==> config.mk <==
export PLATFORM = sky130hd
export DESIGN_NAME = reg_sequencer
export DESIGN_NICKNAME = d
export VERILOG_FILES = /design/src/rtl/seq_pkg.sv /design/src/rtl/reg_sequencer_alu8.sv /design/src/rtl/reg_sequencer.sv
export SDC_FILE = /design/constraint.sdc
export NUM_CORES = 1
export LEC_CHECK = 0
export CAP_MARGIN = 20
export CORE_MARGIN = 1.5
export CORE_UTILIZATION = 57
export CTS_BUF_LIST = sky130_fd_sc_hd__clkbuf_8 sky130_fd_sc_hd__clkbuf_16
export DETAILED_ROUTE_END_ITERATION = 6
export DONT_BUFFER_PORTS = 1
export HOLD_SLACK_MARGIN = 0.08
export PLACE_DENSITY_LB_ADDON = 0.3
export SYNTH_ARGS = -nofsm -noshare
export SYNTH_HDL_FRONTEND = slang
export SYNTH_SLANG_ARGS = --single-unit
==> constraint.sdc <==
create_clock -name sysclk -period 1.8 [get_ports sysclk]
set_clock_uncertainty 0.1 [all_clocks]
set_input_delay 0.54 -clock sysclk [delete_from_list [all_inputs] [get_ports sysclk]]
set_output_delay 0.54 -clock sysclk [all_outputs]
set_load 0.02 [all_outputs]
==> src/rtl/seq_pkg.sv <==
// rtl/seq_pkg.sv - shared types, field positions and widths for the register sequencer
package seq_pkg;

    localparam int DATA_W = 8;

    // Instruction word field positions
    localparam int OPC_HI  = 7;
    localparam int OPC_LO  = 5;
    localparam int DST_BIT = 4;
    localparam int RSEL_HI = 3;
    localparam int RSEL_LO = 2;
    localparam int IMM_HI  = 3;
    localparam int IMM_LO  = 0;

    typedef enum logic [2:0] {
        OP_NOP = 3'b000,
        OP_LDI = 3'b001,
        OP_ADD = 3'b010,
        OP_SUB = 3'b011,
        OP_AND = 3'b100,
        OP_OR  = 3'b101,
        OP_XOR = 3'b110,
        OP_MOV = 3'b111
    } opcode_t;

    typedef enum logic [1:0] {
        ST_IDLE  = 2'b00,
        ST_READ  = 2'b01,
        ST_EXEC  = 2'b10,
        ST_WRITE = 2'b11
    } state_t;

endpackage

==> src/rtl/reg_sequencer_alu8.sv <==
// rtl/reg_sequencer_alu8.sv - combinational 8-bit ALU used by the register sequencer
//
// Ports:
//   opcode    in  3  instruction opcode (seq_pkg::opcode_t encoding)
//   a, b      in  8  operands (register-file read0 / read1)
//   imm       in  4  immediate for LDI
//   result    out 8  ALU result, modulo 256
//   carry_out out 1  carry for ADD, borrow for SUB, 0 otherwise
//   zero_out  out 1  result == 0
module alu8
    import seq_pkg::*;
(
    input  logic [2:0]          opcode,
    input  logic [DATA_W-1:0]   a,
    input  logic [DATA_W-1:0]   b,
    input  logic [3:0]          imm,
    output logic [DATA_W-1:0]   result,
    output logic                carry_out,
    output logic                zero_out
);

    logic [DATA_W:0] sum;
    logic [DATA_W:0] diff;

    always_comb begin
        sum       = {1'b0, a} + {1'b0, b};
        // Bit 8 of the extended difference is the unsigned borrow (a < b).
        diff      = {1'b0, a} - {1'b0, b};
        result    = '0;
        carry_out = 1'b0;
        case (opcode)
            OP_LDI: result = {4'b0000, imm};
            OP_ADD: begin
                result    = sum[DATA_W-1:0];
                carry_out = sum[DATA_W];
            end
            OP_SUB: begin
                result    = diff[DATA_W-1:0];
                carry_out = diff[DATA_W];
            end
            OP_AND: result = a & b;
            OP_OR:  result = a | b;
            OP_XOR: result = a ^ b;
            OP_MOV: result = a;
            default: result = '0;
        endcase
    end

    assign zero_out = (result == '0);

endmodule

==> src/rtl/reg_sequencer.sv <==
// rtl/reg_sequencer.sv - four-state instruction sequencer in front of a two-entry register file
//
// Ports:
//   sysclk, rst_n            clock, asynchronous active-low reset
//   instr, instr_valid       instruction in, accepted when instr_ready is high
//   instr_ready              high only in IDLE
//   read0, read1             register-file operands A / B, sampled in EXEC
//   rsel                     read selects, loaded on accept and held
//   wsel, rw, w              write destination, write strobe, write data
//   busy, done               not-IDLE indicator, one-cycle completion pulse in WRITE
//   carry, zero, retired     flags and completed-instruction counter
module reg_sequencer
    import seq_pkg::*;
(
    input  logic        sysclk,
    input  logic        rst_n,
    input  logic [7:0]  instr,
    input  logic        instr_valid,
    output logic        instr_ready,
    input  logic [7:0]  read0,
    input  logic [7:0]  read1,
    output logic [1:0]  rsel,
    output logic        wsel,
    output logic        rw,
    output logic [7:0]  w,
    output logic        busy,
    output logic        done,
    output logic        carry,
    output logic        zero,
    output logic [7:0]  retired
);

    state_t             state_q, state_d;
    logic [7:0]         ir_q;
    logic [1:0]         rsel_q;
    logic               wsel_q;
    logic [DATA_W-1:0]  w_q;
    logic               carry_q, zero_q;
    logic [7:0]         retired_q;

    logic [2:0]         opc;
    logic               is_nop;
    logic [DATA_W-1:0]  alu_result;
    logic               alu_carry, alu_zero;

    assign opc    = ir_q[OPC_HI:OPC_LO];
    assign is_nop = (opc == OP_NOP);

    alu8 u_alu (
        .opcode    (opc),
        .a         (read0),
        .b         (read1),
        .imm       (ir_q[IMM_HI:IMM_LO]),
        .result    (alu_result),
        .carry_out (alu_carry),
        .zero_out  (alu_zero)
    );

    always_ff @(posedge sysclk or negedge rst_n) begin
        if (!rst_n) begin
            state_q <= ST_IDLE;
        end else begin
            state_q <= state_d;
        end
    end

    // Strobes are decoded from the state register, so an asynchronous reset
    // drops rw/done immediately without waiting for an edge.
    always_comb begin
        state_d     = state_q;
        instr_ready = 1'b0;
        busy        = 1'b1;
        done        = 1'b0;
        rw          = 1'b0;
        case (state_q)
            ST_IDLE: begin
                instr_ready = 1'b1;
                busy        = 1'b0;
                if (instr_valid) begin
                    state_d = ST_READ;
                end
            end
            ST_READ:  state_d = ST_EXEC;
            ST_EXEC:  state_d = ST_WRITE;
            ST_WRITE: begin
                done    = 1'b1;
                rw      = !is_nop;
                state_d = ST_IDLE;
            end
            default:  state_d = ST_IDLE;
        endcase
    end

    always_ff @(posedge sysclk or negedge rst_n) begin
        if (!rst_n) begin
            ir_q      <= '0;
            rsel_q    <= '0;
            wsel_q    <= 1'b0;
            w_q       <= '0;
            carry_q   <= 1'b0;
            zero_q    <= 1'b0;
            retired_q <= '0;
        end else begin
            // Read selects are loaded on accept so they are valid for the whole READ cycle.
            if (state_q == ST_IDLE && instr_valid) begin
                ir_q   <= instr;
                rsel_q <= instr[RSEL_HI:RSEL_LO];
            end
            // NOP leaves flags, write data and write select untouched.
            if (state_q == ST_EXEC && !is_nop) begin
                w_q     <= alu_result;
                carry_q <= alu_carry;
                zero_q  <= alu_zero;
                wsel_q  <= ir_q[DST_BIT];
            end
            if (state_q == ST_WRITE) begin
                retired_q <= retired_q + 8'd1;
            end
        end
    end

    assign rsel    = rsel_q;
    assign wsel    = wsel_q;
    assign w       = w_q;
    assign carry   = carry_q;
    assign zero    = zero_q;
    assign retired = retired_q;

endmodule

==> results.json, run 1 <==
{
  "drive_above_1_share_pct": 43.2,
  "die_area_um2": 4890,
  "tightest_slew_ns": 0.667,
  "cts.sinks": 29,
  "r2r-start": "ir_q[7]",
  "fin_cells": 397,
  "h-tree-depth": 2,
  "slew_viol_final": 0,
  "timing.fmax_mhz": 442,
  "initial_core_util_pct": 59.0,
  "num_rows": 24,
  "numCtsBuffers": 5,
  "firstDrtPassIters": 4,
  "max-cap-violations": 0,
  "critPathMaxFanout": 3,
  "cp-end-kind": "flop",
  "worst_slack_ns": -0.461,
  "synth_ff_type": "dfrtp_1",
  "clock_path_buffers": 2,
  "slew_headroom_pct": 55.5,
  "post-place-ws_ns": -0.744,
  "setup-tns-final_ns": -2.18,
  "p_leak_nw": 1.60,
  "finalWorstPathRequiredPeriod_ns": 2.26,
  "area_growth_syn_to_layout_pct": 37.5,
  "crit_type": "in -> reg",
  "avgSynthCellArea_um2": 9.18,
  "avgViaCountPerCell": 6.29,
  "synth_enable_flop_cells": 0,
  "grt_pass1_vias": 2518,
  "critical_path_required_ns": 1.90,
  "first_iter_violations": 197,
  "finalPower_mw": 5.52,
  "worst-endpoint-arrival_ns": 2.36,
  "ys_ff_latch": 29,
  "n_antenna_cell": 0,
  "synth-warning-count": 0,
  "root_buffer": "clkbuf_8",
  "grt-ovfl-total": 0,
  "drc_errors": 0,
  "layout.area.seq_um2": 729,
  "antenna_found_initial": 0,
  "clock_latency_ns": 0.29,
  "gp_congestion": 0.929,
  "io_pins": 52,
  "status": "finished, violations left",
  "fin_nets": 401,
  "synthArstFlopShare_pct": 100,
  "port_buffers": 0,
  "dp_hpwl_mm": 5.20,
  "synth.distinct_cells": 61,
  "ys_seq_area_share_pct": 28.4,
  "nFillCells": 243,
  "final_util_pct": 81.1,
  "synth_nets": 335,
  "dpl.cell_count": 378,
  "violations": "setup timing",
  "grt_max_degree": 30,
  "clkTransAtPathRegs_ns": 0.07,
  "die_h_um": 69.9,
  "grt_pass1_wl_mm": 12.0,
  "die_w_um": 69.9,
  "min_period_over_period_pct": 126,
  "drtAntennaViolNets": 0,
  "critPathLaunchType": "input port",
  "dr_wl_met3_um": 515,
  "worstHoldStart": "instr_valid",
  "hp-class": "in -> reg",
  "finalSetupViolations": 11,
  "synthCells": 278,
  "gr-usage-all-layers_pct": 31.3,
  "multi_input_area_um2": 1880,
  "drt-total-wl_mm": 8.11,
  "vias": 2499,
  "highest_layer": "met4",
  "cts_tree": "yes",
  "wl_per_cell_um": 20.4,
  "rsz0062_at_grt": "true",
  "final_hold_viol_count": 0,
  "power_density_nw_per_um2": 1570,
  "routed-wl-met2_mm": 4.14,
  "startpoint": "read0[0]",
  "wl_met1_mm": 3.11,
  "coreArea_um2": 4320,
  "syn_area_um2": 2550,
  "peakVddDrop_mv": 1.10
}
==> synth_stat cells, types with 3 or more instances <==
cell type	n	share of area, %
dfrtp_1	29	28
nor2b_1	8	2.0
nand2_1	21	3.1
o221a_2	3	1.3
nand2b_1	6	1.5
inv_1	29	4.3
buf_6	3	1.3
a32oi_1	3	1.0
clkbuf_1	3	0.44
o211ai_1	5	1.5
o21ai_0	15	2.9
a31oi_1	4	0.98
nor2_1	15	2.2
xnor2_1	6	2.1
xor2_1	3	1.0
ha_1	28	14
buf_4	4	1.2
nand3_1	6	1.2
nand4_1	6	1.5
or2b_1	3	0.88
mux4_2	3	2.6
o31ai_1	3	0.88
mux2_2	11	4.9
a21oi_1	8	1.6
buf_2	6	1.2
nor3_1	5	0.98
==> final timing paths <==
path | endpoint | slack, ns | depth (start not counted)
min in group asynchronous | w[5] | 0.60 | 2
max in group asynchronous | ir_q[5] | 0.83 | 2
min | state_q[1] | 0.25 | 1
min reg2reg | wsel | 0.44 | 2
max reg2reg | zero | -0.40 | 7
max | zero | -0.46 | 9
==> cell usage in the layout (no fill, tap or decap), drive strengths merged, types with 3 or more instances in the layout <==
master / instances
o221a: 3
nand4: 6
inv: 29
ha: 28
o21ai: 17
nor2b: 8
a31oi: 4
nor3: 5
xor2: 3
mux2: 11
nor2: 15
nand2: 22
a21oi: 9
dfrtp: 29
mux4: 3
or2b: 3
a211oi: 3
nand2b: 6
o211ai: 5
nand3: 7
buf: 73
xnor2: 6
clkbuf: 5
a32oi: 3
o31ai: 4
==> stage by stage <==
stage	hold slack (ns)	area, um^2
final	0.246	3510
after global routing	0.239	3510
after detailed placement	0.145	3110
after CTS	0.250	3400
after global placement	0.145	3110
after floorplan	0.144	2670
==> flip-flops by register name, indices dropped and copies added, names as in the netlist <==
name,count
carry,1
ir_q,8
retired,8
state_q,2
w,8
wsel,1
zero,1
==> cells by family (layout without fill, tap and decap cells) <==
logic type	after synthesis	in the layout	synth area share (%)
AO/OA/AOI/OAI	67	67	19.4
AND/OR/NAND/NOR	81	81	17.0
multiplexers	16	16	8.28
buffers and inverters	46	113	8.53
flip-flops	29	29	28.4
XOR/XNOR	9	9	3.09
adder cells (fa/ha/maj)	30	30	15.3
==> what timing repair did <==
action                                  CTS  global route
endpoints found under the setup margin   11            13
hold buffers                              2             0
setup buffers                             7             3
endpoints found under the hold margin    29             0
gates resized for setup                  29            19
pin swaps                                11             7
==> report_power, final <==
part	internal, mW	total, mW	switching [mW]
Clock	0.266	0.534	0.268
Sequential	0.957	1.51	0.551
Combinational	1.73	3.48	1.75
Total	2.95	5.52	2.57
==> area by class of cell <==
type	instances	share of cell area [%]
clock inverter	3	0.499
inverter	30	4.10
sequential	29	20.8
multi-input combinational	203	53.5
timing repair buffer	75	17.3
tap	52	1.85
clock buffer	5	1.96
==> worst max-delay path, cell delays in order <==
cell and delay, ns:
inv_12 0.01, ha_4 0.15, fa_2 0.57, nand2_4 0.06, a311oi_4 0.31, a31oi_1 0.09, nor4_2 0.21, nand4_1 0.16
o31ai_2 0.25
==> routing by layer <==
metal / track usage, % / vias to the layer above
met2: 51.7 / 124
met3: 10.4 / 35
met5: 0 / -
met1: 37.0 / 1229
li1: - / 1111
met4: 13.9 / 0
(Power assumes the default switching activity.)
==> inputs of run 2 (changes only) <==
--- a/constraint.sdc
+++ b/constraint.sdc
@@ -3,3 +3,3 @@
 set_input_delay 0.54 -clock sysclk [delete_from_list [all_inputs] [get_ports sysclk]]
 set_output_delay 0.54 -clock sysclk [all_outputs]
-set_load 0.02 [all_outputs]
+set_load 0.005 [all_outputs]
==> results.json, run 2 (synthesis results as in run 1) <==
{
  "cts_tree": "yes",
  "n_antenna_cell": 0,
  "coreArea_um2": 4320,
  "initial_core_util_pct": 59.0,
  "critical_path.cell_chain": "inv_12 -> ha_4 -> fa_2 -> nand2_4 -> a311oi_4 -> a31oi_1 -> nor4_2 -> nand4_1 -> o31ai_2",
  "clock_latency_ns": 0.27,
  "rrSetupSlack_ns": -0.36,
  "drt-total-wl_mm": 6.98,
  "rsz0062_at_grt": "true",
  "dp_hpwl_mm": 4.99,
  "seqPwrFrac_pct": 26.1,
  "slew_viol_final": 0,
  "finalSetupViolations": 9,
  "io_pins": 52,
  "internal-power_mw": 2.88,
  "root_buffer": "clkbuf_8",
  "cp_num_buf_inv": 1,
  "cp_top_family": "adder cells",
  "die_w_um": 69.9,
  "worst_slack_ns": -0.490,
  "dpl.cell_count": 381,
  "numCtsBuffers": 5,
  "layout_common_cells": "buf_4 (64), dfrtp_1 (26), inv_1 (24)",
  "grt-ovfl-total": 0,
  "hp-class": "in -> reg",
  "cp-end-kind": "flop",
  "setup-tns-final_ns": -1.96,
  "final_hold_viol_count": 0,
  "max-cap-violations": 0,
  "grt_max_degree": 30,
  "grt_pass1_wl_mm": 10.8,
  "slew_headroom_pct": 70.5,
  "timing.fmax_mhz": 437,
  "h-tree-depth": 2,
  "swShare_pct": 41.5,
  "critical_path_required_ns": 1.89,
  "power.switching_mw": 2.04,
  "tightest_slew_ns": 0.442,
  "area_growth_syn_to_layout_pct": 36.1,
  "peakVddDrop_mv": 1.16,
  "worst-endpoint-arrival_ns": 2.38,
  "vias": 2382,
  "p_leak_nw": 1.59,
  "drtAntennaViolNets": 0,
  "fin_nets": 399,
  "critPathMaxFanout": 3,
  "num_rows": 24,
  "layout_commonest_cell": "buf_4",
  "first_iter_violations": 195,
  "die_area_um2": 4890,
  "avgViaCountPerCell": 6.03,
  "gr-usage-all-layers_pct": 27.2,
  "crit_type": "in -> reg",
  "antenna_found_initial": 0,
  "cp_slowest_stage_delay_ns": 0.55,
  "finalWorstPathRequiredPeriod_ns": 2.29,
  "status": "finished, violations left",
  "drc_errors": 0,
  "fin_cells": 395,
  "die_h_um": 69.9,
  "min_period_over_period_pct": 127,
  "crit_slowest_cell": "fa_2",
  "clock_path_buffers": 2,
  "violations": "setup timing",
  "clkTransAtPathRegs_ns": 0.06,
  "firstDrtPassIters": 4,
  "drive_above_1_share_pct": 42.9,
  "power_density_nw_per_um2": 1420,
  "gp_congestion": 0.914,
  "fin_area_um2": 3470,
  "port_buffers": 0,
  "power_frac_clock_pct": 10.5,
  "p_comb_share_pct": 63.3,
  "cts.sinks": 29,
  "critPathLaunchType": "input port",
  "placed_area_um2": 3140,
  "grt_pass1_vias": 2407,
  "wl_per_cell_um": 17.7
}
[run 2: stage by stage]
stage               hold WS, ns  setup slack, ns  utilization (%)  power (mW)
global placement          0.145           -0.621             72.6        3.85
CTS                       0.243           -0.356             76.9        4.62
finish                    0.248           -0.490             80.3        4.92
global route              0.238           -0.508             80.3        5.23
floorplan                 0.144           -0.567                -        2.91
detailed placement        0.145           -0.641             72.6        3.96
[run 2: area by class of cell]
cell class,instances,area [um^2]
inverters,30,144
repair buffers,73,598
flip-flops and latches,29,729
multi-input cells,203,1850
well taps,52,65.1
fillers,258,851
clock inverters,3,17.5
clock buffers,5,68.8
[run 2: final timing paths]
kind | from | cells after the start | to
worst min register to register | ir_q[4] | 2 | wsel
min in group asynchronous | rst_n | 2 | retired[0]
worst max-delay path | read0[0] | 9 | zero
worst max register to register | ir_q[6] | 7 | zero
max in group asynchronous | rst_n | 2 | ir_q[6]
worst min-delay path | instr_valid | 1 | state_q[1]
[run 2: timing repair]
action / 4_1_cts / 5_1_grt
setup buffers: 1 / 3
gates resized for setup: 16 / 26
hold endpoints to repair: 29 / 0
hold buffers: 2 / 0
pin swaps: 3 / 10
endpoints found under the setup margin: 10 / 11
[run 2: power groups by stage]
stage | combinational, mW | clock, mW | sequential [mW]
final | 3.12 | 0.517 | 1.29
after global routing | 3.34 | 0.550 | 1.33
after CTS | 2.81 | 0.525 | 1.28
after detailed placement | 2.68 | 0 | 1.28
after global placement | 2.59 | 0 | 1.27
after floorplan | 1.76 | 0 | 1.16
[run 2: routing by layer]
metal	wire length, um	vias to the layer above	global-route usage (%)	share of wire (%)
met1	2740	1123	33.0	39
met4	285	0	10.3	4.1
li1	-	1108	-	-
met3	498	28	7.36	7.1
met2	3460	123	46.2	50
met5	0	-	0	0
==> inputs of run 3 (changes only) <==
CORE_MARGIN = default   (was 1.5)
CORE_UTILIZATION = 58   (was 57)
==> results.json, run 3 (synthesis results as in run 1) <==
{
  "drtAntennaViolNets": 0,
  "numCtsBuffers": 5,
  "worstHoldStart": "instr_valid",
  "worst_slack_ns": -0.534,
  "hp-class": "in -> reg",
  "reg2reg_depth": 7,
  "area_growth_syn_to_layout_pct": 34.3,
  "die_h_um": 68.3,
  "hold_path_end": "state_q[1]",
  "worst-endpoint-arrival_ns": 2.42,
  "wl_per_cell_um": 20.0,
  "placed_area_um2": 3050,
  "finalPower_mw": 5.17,
  "initial_core_util_pct": 62.0,
  "rsz0062_at_grt": "true",
  "firstDrtPassIters": 5,
  "crit_type": "in -> reg",
  "clock_latency_ns": 0.27,
  "timing.fmax_mhz": 429,
  "antenna_found_initial": 0,
  "critical_path_required_ns": 1.89,
  "vias": 2465,
  "r2r-start": "ir_q[5]",
  "drive_above_1_share_pct": 39.6,
  "first_iter_violations": 251,
  "port_buffers": 0,
  "tightest_slew_ns": 0.391,
  "slew_headroom_pct": 73.8,
  "grt-ovfl-total": 0,
  "grt_max_degree": 30,
  "die_w_um": 68.3,
  "io_pins": 52,
  "dpl.cell_count": 367,
  "max-cap-violations": 0,
  "cts_tree": "yes",
  "cp-end-kind": "flop",
  "fin_area_um2": 3430,
  "fin_cells": 386,
  "post-place-ws_ns": -0.658,
  "layout_common_cells": "buf_4 (56), dfrtp_1 (27), inv_1 (26)",
  "p_leak_nw": 1.59,
  "drc_errors": 0,
  "fin_nets": 392,
  "peakVddDrop_mv": 1.61,
  "finalSetupViolations": 9,
  "final_hold_viol_count": 0,
  "clkTransAtPathRegs_ns": 0.06,
  "h-tree-depth": 2,
  "avgViaCountPerCell": 6.39,
  "status": "finished, violations left",
  "rrSetupSlack_ns": -0.33,
  "die_area_um2": 4670,
  "gp_congestion": 0.911,
  "min_period_over_period_pct": 130,
  "holdPathStages": 1,
  "critPathMaxFanout": 3,
  "grt_pass1_wl_mm": 10.6,
  "n_antenna_cell": 0,
  "layout_commonest_cell": "buf_4",
  "finalWorstPathRequiredPeriod_ns": 2.33,
  "coreArea_um2": 4120,
  "power_density_nw_per_um2": 1510,
  "r2r_end": "zero",
  "root_buffer": "clkbuf_8",
  "clock_path_buffers": 2,
  "violations": "setup timing",
  "num_rows": 23,
  "cts.sinks": 29,
  "drt-total-wl_mm": 7.73,
  "dp_hpwl_mm": 5.09,
  "gr-usage-all-layers_pct": 31.8,
  "grt_pass1_vias": 2335,
  "critPathLaunchType": "input port",
  "slew_viol_final": 0
}
-- run 3: final cells by class --
cell class	count	area, um^2
multi-input combinational	203	1790
sequential	29	728
fill	238	687
timing repair buffer	66	586
inverter	30	144
clock buffer	6	82.6
tap	50	62.6
clock inverter	2	33.8
-- run 3: critical path, stage by stage --
cell      delay, ns
ha_4           0.14
fa_2           0.41
or2_4          0.25
a311oi_2       0.32
a31oi_1        0.12
nor4_2         0.22
nand4_1        0.18
o31ai_2        0.23
-- run 3: stage by stage --
step           TNS (ns)  utilization [%]  hold slack [ns]
3_3_place_gp      -4.17             74.0            0.145
4_1_cts           -1.91             81.7            0.241
5_1_grt           -2.64             83.3            0.231
6_report          -2.32             83.3            0.243
3_5_place_dp      -4.41             74.0            0.145
2_1_floorplan     -2.78                -            0.144
-- run 3: repair_timing --
action | 4_1_cts | 5_1_grt
cloned | 2 | 0
endpoints found under the hold margin | 29 | 0
buffers inserted | 5 | 4
pin swaps | 6 | 15
endpoints found under the setup margin | 9 | 11
resized for setup | 19 | 16
hold buffers | 2 | 0
-- run 3: per-layer routing --
metal / GRT usage, % / wire length, um
met1: 36.1 / 2990
met2: 56.0 / 3860
met3: 9.33 / 590
met4: 11.5 / 293
met5: 0 / 0
-- run 3: worst max-delay path by stage --
stage | start | end | slack (ns) | depth (start not counted)
floorplan | read0[0] | zero | -0.57 | 9
global placement | read0[1] | zero | -0.63 | 8
detailed placement | read0[1] | zero | -0.66 | 8
CTS | read0[0] | zero | -0.37 | 9
global route | read0[0] | zero | -0.59 | 8
finish | read0[0] | zero | -0.53 | 8
-- run 3: power by group --
part / internal (mW) / total, mW / switching, mW
combinational: 1.66 / 3.20 / 1.54
clock: 0.445 / 0.684 / 0.239
sequential: 0.959 / 1.29 / 0.329
